$ cat src/rtl/prio_arbiter_rr_amisha_pkg.sv
// Shared types and helpers for the priority / round-robin arbiter slice.
// Holds the FSM state enum and a constant-foldable ceil(log2) helper.
package prio_arbiter_rr_amisha_pkg;

  typedef enum logic {
    IDLE  = 1'b0,
    GRANT = 1'b1
  } state_e;

  // ceil(log2(value)), never less than 1 so it can size a vector directly.
  function automatic int clog2(input int value);
    int r;
    r = 0;
    for (int i = 0; i < 32; i++) begin
      if ((1 << i) < value) r = i + 1;
    end
    return (r < 1) ? 1 : r;
  endfunction

endpackage

$ cat src/rtl/prio_pick_amisha.sv
// Combinational winner search: first set request found scanning downward
// from start_i, wrapping from index 0 back to N-1.
module prio_pick_amisha
  import prio_arbiter_rr_amisha_pkg::*;
#(
  parameter int N  = 8,
  parameter int PW = clog2(N)
) (
  input  logic [N-1:0]  req_i,
  input  logic [PW-1:0] start_i,
  output logic          found_o,
  output logic [PW-1:0] idx_o
);

  // Scan from the farthest offset to the nearest so the nearest hit is the
  // last assignment and therefore wins.
  always_comb begin
    found_o = 1'b0;
    idx_o   = '0;
    for (int k = N - 1; k >= 0; k--) begin
      int pos;
      pos = int'(start_i) - k;
      if (pos < 0) pos = pos + N;
      if (req_i[PW'(pos)]) begin
        found_o = 1'b1;
        idx_o   = PW'(pos);
      end
    end
  end

endmodule

$ cat src/rtl/prio_arbiter_rr_amisha.sv
// Fixed-priority or round-robin arbiter with registered one-hot grant,
// index+1 code, ack-based release and hold-time revocation.
module prio_arbiter_rr_amisha
  import prio_arbiter_rr_amisha_pkg::*;
#(
  parameter int N        = 8,
  parameter int MODE     = 0,
  parameter int MAX_HOLD = 15,
  localparam int W       = clog2(N + 1)
) (
  input  logic         clk_amisha,
  input  logic         rst_n_amisha,
  input  logic [N-1:0] req_amisha,
  input  logic         ack_amisha,
  output logic [N-1:0] grant_amisha,
  output logic [W-1:0] code_amisha,
  output logic         valid_amisha,
  output logic         timeout_amisha
);

  localparam int PW = clog2(N);

  state_e        state_q, state_d;
  logic [N-1:0]  grant_q, grant_d;
  logic [W-1:0]  code_q, code_d;
  logic          valid_q, valid_d;
  logic          timeout_q, timeout_d;
  logic [7:0]    hold_cnt_q, hold_cnt_d;
  logic [PW-1:0] ptr_q, ptr_d;

  logic          pick_found;
  logic [PW-1:0] pick_idx, pick_start, winner_idx;
  logic          hit_max, release_now;

  // Fixed priority is just a downward search that always starts at the top.
  assign pick_start  = (MODE == 0) ? PW'(N - 1) : ptr_q;
  assign winner_idx  = PW'(code_q - W'(1));
  assign hit_max     = (hold_cnt_q == 8'(MAX_HOLD));
  assign release_now = ack_amisha || hit_max;

  prio_pick_amisha #(
    .N  (N),
    .PW (PW)
  ) u_pick (
    .req_i   (req_amisha),
    .start_i (pick_start),
    .found_o (pick_found),
    .idx_o   (pick_idx)
  );

  always_ff @(posedge clk_amisha or negedge rst_n_amisha) begin
    if (!rst_n_amisha) begin
      state_q    <= IDLE;
      grant_q    <= '0;
      code_q     <= '0;
      valid_q    <= 1'b0;
      timeout_q  <= 1'b0;
      hold_cnt_q <= '0;
      ptr_q      <= PW'(N - 1);
    end else begin
      state_q    <= state_d;
      grant_q    <= grant_d;
      code_q     <= code_d;
      valid_q    <= valid_d;
      timeout_q  <= timeout_d;
      hold_cnt_q <= hold_cnt_d;
      ptr_q      <= ptr_d;
    end
  end

  always_comb begin
    state_d = state_q;
    unique case (state_q)
      IDLE:    if (pick_found) state_d = GRANT;
      GRANT:   if (release_now) state_d = IDLE;
      default: state_d = IDLE;
    endcase
  end

  always_comb begin
    grant_d    = grant_q;
    code_d     = code_q;
    valid_d    = valid_q;
    timeout_d  = 1'b0;
    hold_cnt_d = hold_cnt_q;
    ptr_d      = ptr_q;
    unique case (state_q)
      IDLE: begin
        if (pick_found) begin
          grant_d    = N'(1) << pick_idx;
          code_d     = W'(pick_idx) + W'(1);
          valid_d    = 1'b1;
          hold_cnt_d = '0;
        end
      end
      GRANT: begin
        if (release_now) begin
          grant_d   = '0;
          code_d    = '0;
          valid_d   = 1'b0;
          // Ack on the limit cycle counts as a normal release.
          timeout_d = !ack_amisha;
          if (MODE == 1) begin
            ptr_d = (winner_idx == '0) ? PW'(N - 1) : winner_idx - PW'(1);
          end
        end else begin
          hold_cnt_d = hold_cnt_q + 8'd1;
        end
      end
      default: ;
    endcase
  end

  assign grant_amisha   = grant_q;
  assign code_amisha    = code_q;
  assign valid_amisha   = valid_q;
  assign timeout_amisha = timeout_q;

endmodule

$ cat config.mk
export PLATFORM = sky130hd
export DESIGN_NAME = prio_arbiter_rr_amisha
export DESIGN_NICKNAME = d
export VERILOG_FILES = /design/src/rtl/prio_arbiter_rr_amisha_pkg.sv /design/src/rtl/prio_pick_amisha.sv /design/src/rtl/prio_arbiter_rr_amisha.sv
export SDC_FILE = /design/constraint.sdc
export NUM_CORES = 1
export LEC_CHECK = 0
export ABC_AREA = 1
export BUFFER_PORTS_ARGS = -buffer_cell sky130_fd_sc_hd__buf_2
export CAP_MARGIN = 20
export CORE_MARGIN = 3
export CORE_UTILIZATION = 44
export CTS_CLUSTER_SIZE = 16
export DETAILED_ROUTE_END_ITERATION = 16
export PLACE_DENSITY = 0.75
export SYNTH_ARGS = -nofsm -noshare
export SYNTH_HDL_FRONTEND = slang
export SYNTH_SLANG_ARGS = --single-unit
$ cat constraint.sdc
create_clock -name clk_amisha -period 1.3 [get_ports clk_amisha]
set_input_delay 0.065 -clock clk_amisha [delete_from_list [all_inputs] [get_ports clk_amisha]]
set_output_delay 0.065 -clock clk_amisha [all_outputs]
set_load 0.02 [all_outputs]
# Word level (Yosys, flattened, before mapping)
# Index checks and enable logic that the tools add are counted.
# word_totals
ff_bits,51
output_inout_bits,42
# classes
n_addsub,2
eq_ne,4
n_shift,1
muxes,32
bitwise,1
reduce_logical,4
# op_table
cell,n
32-bit two-way mux,2
32-bit case mux with 2 select lines,1
32-bit by 1-bit adder with 32-bit output (second input constant),1
8-bit two-way mux,4
8-bit case mux with 2 select lines,2
1-bit by 32-bit << shifter with 8-bit output (first input constant),1
1-bit two-way mux,15
3-bit two-way mux,4
8-bit by 1-bit adder with 8-bit output (second input constant),1
8-bit by 4-bit equality test with 1-bit output (second input constant),1
2-bit two-way mux,2
2-bit != test (second input constant),2
1-bit case mux with 2 select lines,2
2-bit AND reduction,2
2-bit by 1-bit != test with 1-bit output (second input constant),1
1-bit logical NOT,1
1-bit logical OR,1
1-bit inverter,1

# Logic depth before layout (Yosys ltp)
# depth
depth_word,10
mapped_depth,10
depth_no_buf,10

# Modules after synthesis
# Synthesis repeated with hierarchy kept, for this count alone.
# hier_totals
cells_unflattened,3078
area_unflattened_um2,15991.6
# modules_own_cells
module,instances,cells_each,area_per_inst_um2
prio_pick_amisha,1,2608,12833.6
prio_arbiter_rr_amisha,1,470,3158.0

# Least setup slack after synthesis
# No wires, ideal clock.
# synth_path
kind,reg-to-reg
start,register hold_cnt_q[0]
end,register code_q[1] (netlist: code_amisha[1])
t_arrival_ns,1.205
required_time_ns,1.183
setup_slack_ns,-0.022
stages_incl_launch_ff,8
path_buffers,1
synth_period_minus_slack_ns,1.322
path_cell_list,dfrtp_1 ha_1 nand3_2 o21ai_2 nand2_2 buf_6 nand2_1 nand2_1
# synth_between
elab_chain_cells,4
# synth_lines
item,line,text
"start, declared",prio_arbiter_rr_amisha.sv:28,"logic [7:0] hold_cnt_q, hold_cnt_d;"
"start signal, assigned",prio_arbiter_rr_amisha.sv:66,hold_cnt_q <= hold_cnt_d;
8-bit by 4-bit equality test with 1-bit output,prio_arbiter_rr_amisha.sv:38,assign hit_max = (hold_cnt_q == 8'(MAX_HOLD));
1-bit logical OR,prio_arbiter_rr_amisha.sv:39,assign release_now = ack_amisha || hit_max;
2-bit by 1-bit != test with 1-bit output (no line),-,
2-bit AND reduction (no line),-,
"end signal, assigned",prio_arbiter_rr_amisha.sv:63,code_q <= code_d;
"end, declared",prio_arbiter_rr_amisha.sv:25,"logic [W-1:0] code_q, code_d;"
# Every way passes these cells.
# A chain may end at the register's enable or synchronous reset.

# Worst setup path in the final report
# layout_path
start,register hold_cnt_q[5]
end,register hold_cnt_q[3]
# layout_between
elab_chain_cells,4
# layout_lines
item,line
8-bit by 4-bit equality test with 1-bit output,prio_arbiter_rr_amisha.sv:38
1-bit logical OR,prio_arbiter_rr_amisha.sv:39
2-bit != test (no line),-
2-bit AND reduction (no line),-
# Every way passes these cells.

==> results.ini <==
[outcome]
status=complete, but fails checks
failed_checks=negative setup slack

[setup_path]
regToRegEndpoint=hold_cnt_q[3]$_DFFE_PN0P_
rr_worst_depth=7
cp.required_ns=1.55
reg2reg_slack_ns=-0.03
cp_max_fo=7
cp.arrival_ns=1.58
r2r_start=hold_cnt_q[5]$_DFFE_PN0P_
end_kind=flip-flop
crit_end=hold_cnt_q[3]$_DFFE_PN0P_
critPathKind=reg2reg
critPathLaunchType=flip-flop
critPathLaunch=hold_cnt_q[5]$_DFFE_PN0P_

[timing]
period_needed_ns=1.33
fin_setup_tns_ns=-0.100
fin_skew_ns=0.0162
whs_ns=0.0363
rsz0062_at_grt=true
max_freq_mhz=753
maxSlewHeadroom_pct=66.4
setup_slack_ns=-0.0274
hold_violations=0
report.final.slew_viol_count=0
period_share_pct=102
setup_viol=6
worst_slew_pin_slew_ns=0.504

[pwr]
leakagePower_nw=1.04
p_per_area_nw_per_um2=1350
pwr-share-seq_pct=39.1
switching_share_pct=42.3
ir_drop_uv=523
clkPwrFrac_pct=14.4
intPower_w=0.00141
combPwrFrac_pct=46.6
p_switching_w=0.00103

[floorplanning]
initial_core_util_pct=46.7
die-area_um2=4020
core_area_um2=3100
die_h_um=63.4
boundaryPins=53
rows=20
die_w_um=63.4

[yosys]
netlist_instances=187
ys_ff_latch=23
ys_seq_area_share_pct=39.7
netlist_area_um2=1450
synth_warnings=0
avgSynthCellArea_um2=7.75
synth-main-ff-cell=dfrtp_1
ys_types=21
post-synth-top-area-cell=dfrtp_1
synth-edff-count=0
synthArstFlopShare_pct=100
synthTopCellsByArea=dfrtp_1 (40%), buf_4 (16%), nand2_1 (14%), nand3_1 (6.9%), ha_1 (6.0%)
synth_top_cell_area_share_pct=39.7

[detailed_routing]
via_per_inst=4.44
drc=0
final_antenna_net_count=0
firstDrtPassIters=5
first_iter_violations=50
finalWirelength_um=3040
drt-wirelength-per-cell_um=10.8
vias=1247

[final_layout]
instances_no_fill=281
fin_nets=256
syn_to_final_growth_pct=25.0
antennaDiodeCount=0
layout_commonest_cell=nand2_1
final_cell_mix=nand2_1 (53), conb_1 (28), buf_2 (24)
drive_gt1_share_pct=30.0

[clock_network]
clk_pin_slew_ns=0.14
clock-sinks=23
root_buffer=clkbuf_4
cts_made_buffers=3
tritoncts=built
clockBufferDepth=2
clk_latency_ns=0.33
cts_htree_levels=1

[placement]
post-dp-hpwl_um=2100
port_buffers=24
dp_cells=270
gp_congestion=0.790
pre_cts_slack_ns=-0.134

[flow_run]
cap_violations=0

[grt]
grt_use_total_pct=14.8
grt_max_degree=24
grt_pass1_vias=1070
antenna_found_initial=0
gr-total-overflow=0
grt_pass1_wl_um=4750

[hold_path]
min_path_type=in2reg

logic make-up (layout without fill, tap and decap cells):
logic type      count (synthesis)  count (layout)  share of synthesized area (%)
xor+xnor                        2               2                           1.21
simple gates                   97              97                           28.8
other cells                     1              28                          0.259
buf+inv                        49              72                           21.0
fa+ha+maj                       7               7                           6.04
flops                          23              23                           39.7
compound gates                  8               8                           3.02
state kept, by name, summed over array words and instances (netlist names):
signal	cells
grant_amisha	8
hold_cnt_q	8
code_amisha	4
state_q	1
timeout_amisha	1
valid_amisha	1
power by group through the flow:
stage	clock network (W)	logic [W]	registers (W)
3_3_place_gp	0	0.000944	0.000947
6_report	0.000351	0.00114	0.000956
5_1_grt	0.000383	0.00124	0.000974
2_1_floorplan	0	0.000537	0.00108
3_5_place_dp	0	0.000965	0.000957
4_1_cts	0.000359	0.00106	0.000941
cell usage after synthesis (2+ instances only):
master and count:
nand4_1 2, buf_4 30, nor3_1 3, inv_1 17, o21ai_0 5, nor2_1 14, dfrtp_1 23, nand2_1 53
nand3_1 20, nand2_2 2, nand3_2 2, ha_1 7
worst max-delay path, stage by stage, from the launching register on:
cell     delay [ns]
dfrtp_1        0.41
nor2_2         0.14
nand3_2        0.11
o21ai_4        0.20
buf_6          0.14
buf_12         0.12
nand3_2        0.05
o21ai_1        0.08
metrics by stage:
stage	instance area [um2]	util [%]	total power [W]
after floorplan	1550	-	0.00162
after global placement	1640	52.7	0.00189
after detailed placement	1640	52.7	0.00192
after CTS	1730	55.8	0.00236
after global routing	1810	58.4	0.00260
final	1810	58.4	0.00245
metal layers:
| layer | track usage (%) | routed length, um | vias to the layer above |
|---|---|---|---|
| met5 | 0 | 0 | - |
| met4 | 7.28 | 63 | 0 |
| met3 | 2.50 | 234 | 5 |
| met2 | 23.9 | 1430 | 59 |
| met1 | 19.2 | 1300 | 553 |
| li1 | - | - | 630 |
cell type report:
| cell class | count | area [um2] |
|---|---|---|
| clock buffer | 3 | 22.5 |
| clock inverter | 1 | 7.51 |
| fill | 284 | 1290 |
| inverter | 18 | 67.6 |
| multi-input combinational | 142 | 748 |
| sequential | 23 | 576 |
| tap | 44 | 55.1 |
| timing repair buffer | 50 | 337 |
how the worst min path moves through the flow:
stage / start / endpoint / slack (ns) / cells after the start
2_1_floorplan: rst_n_amisha / code_amisha[0]$_DFFE_PN0P_ / -0.23 / 0
3_3_place_gp: rst_n_amisha / hold_cnt_q[2]$_DFFE_PN0P_ / 0.07 / 1
3_5_place_dp: rst_n_amisha / hold_cnt_q[2]$_DFFE_PN0P_ / 0.07 / 1
4_1_cts: req_amisha[7] / code_amisha[0]$_DFFE_PN0P_ / 0.03 / 4
5_1_grt: ack_amisha / hold_cnt_q[4]$_DFFE_PN0P_ / 0.07 / 4
6_report: req_amisha[7] / code_amisha[0]$_DFFE_PN0P_ / 0.04 / 4
what timing repair did:
item                                    4_1_cts  5_1_grt
setup buffers                                 2        3
pin swaps                                     4        3
endpoints found under the setup margin        2       21
endpoints found under the hold margin        24        0
resized for setup                             7       14
hold buffers                                  2        0
Note: power is estimated with default switching activity, not from simulation.
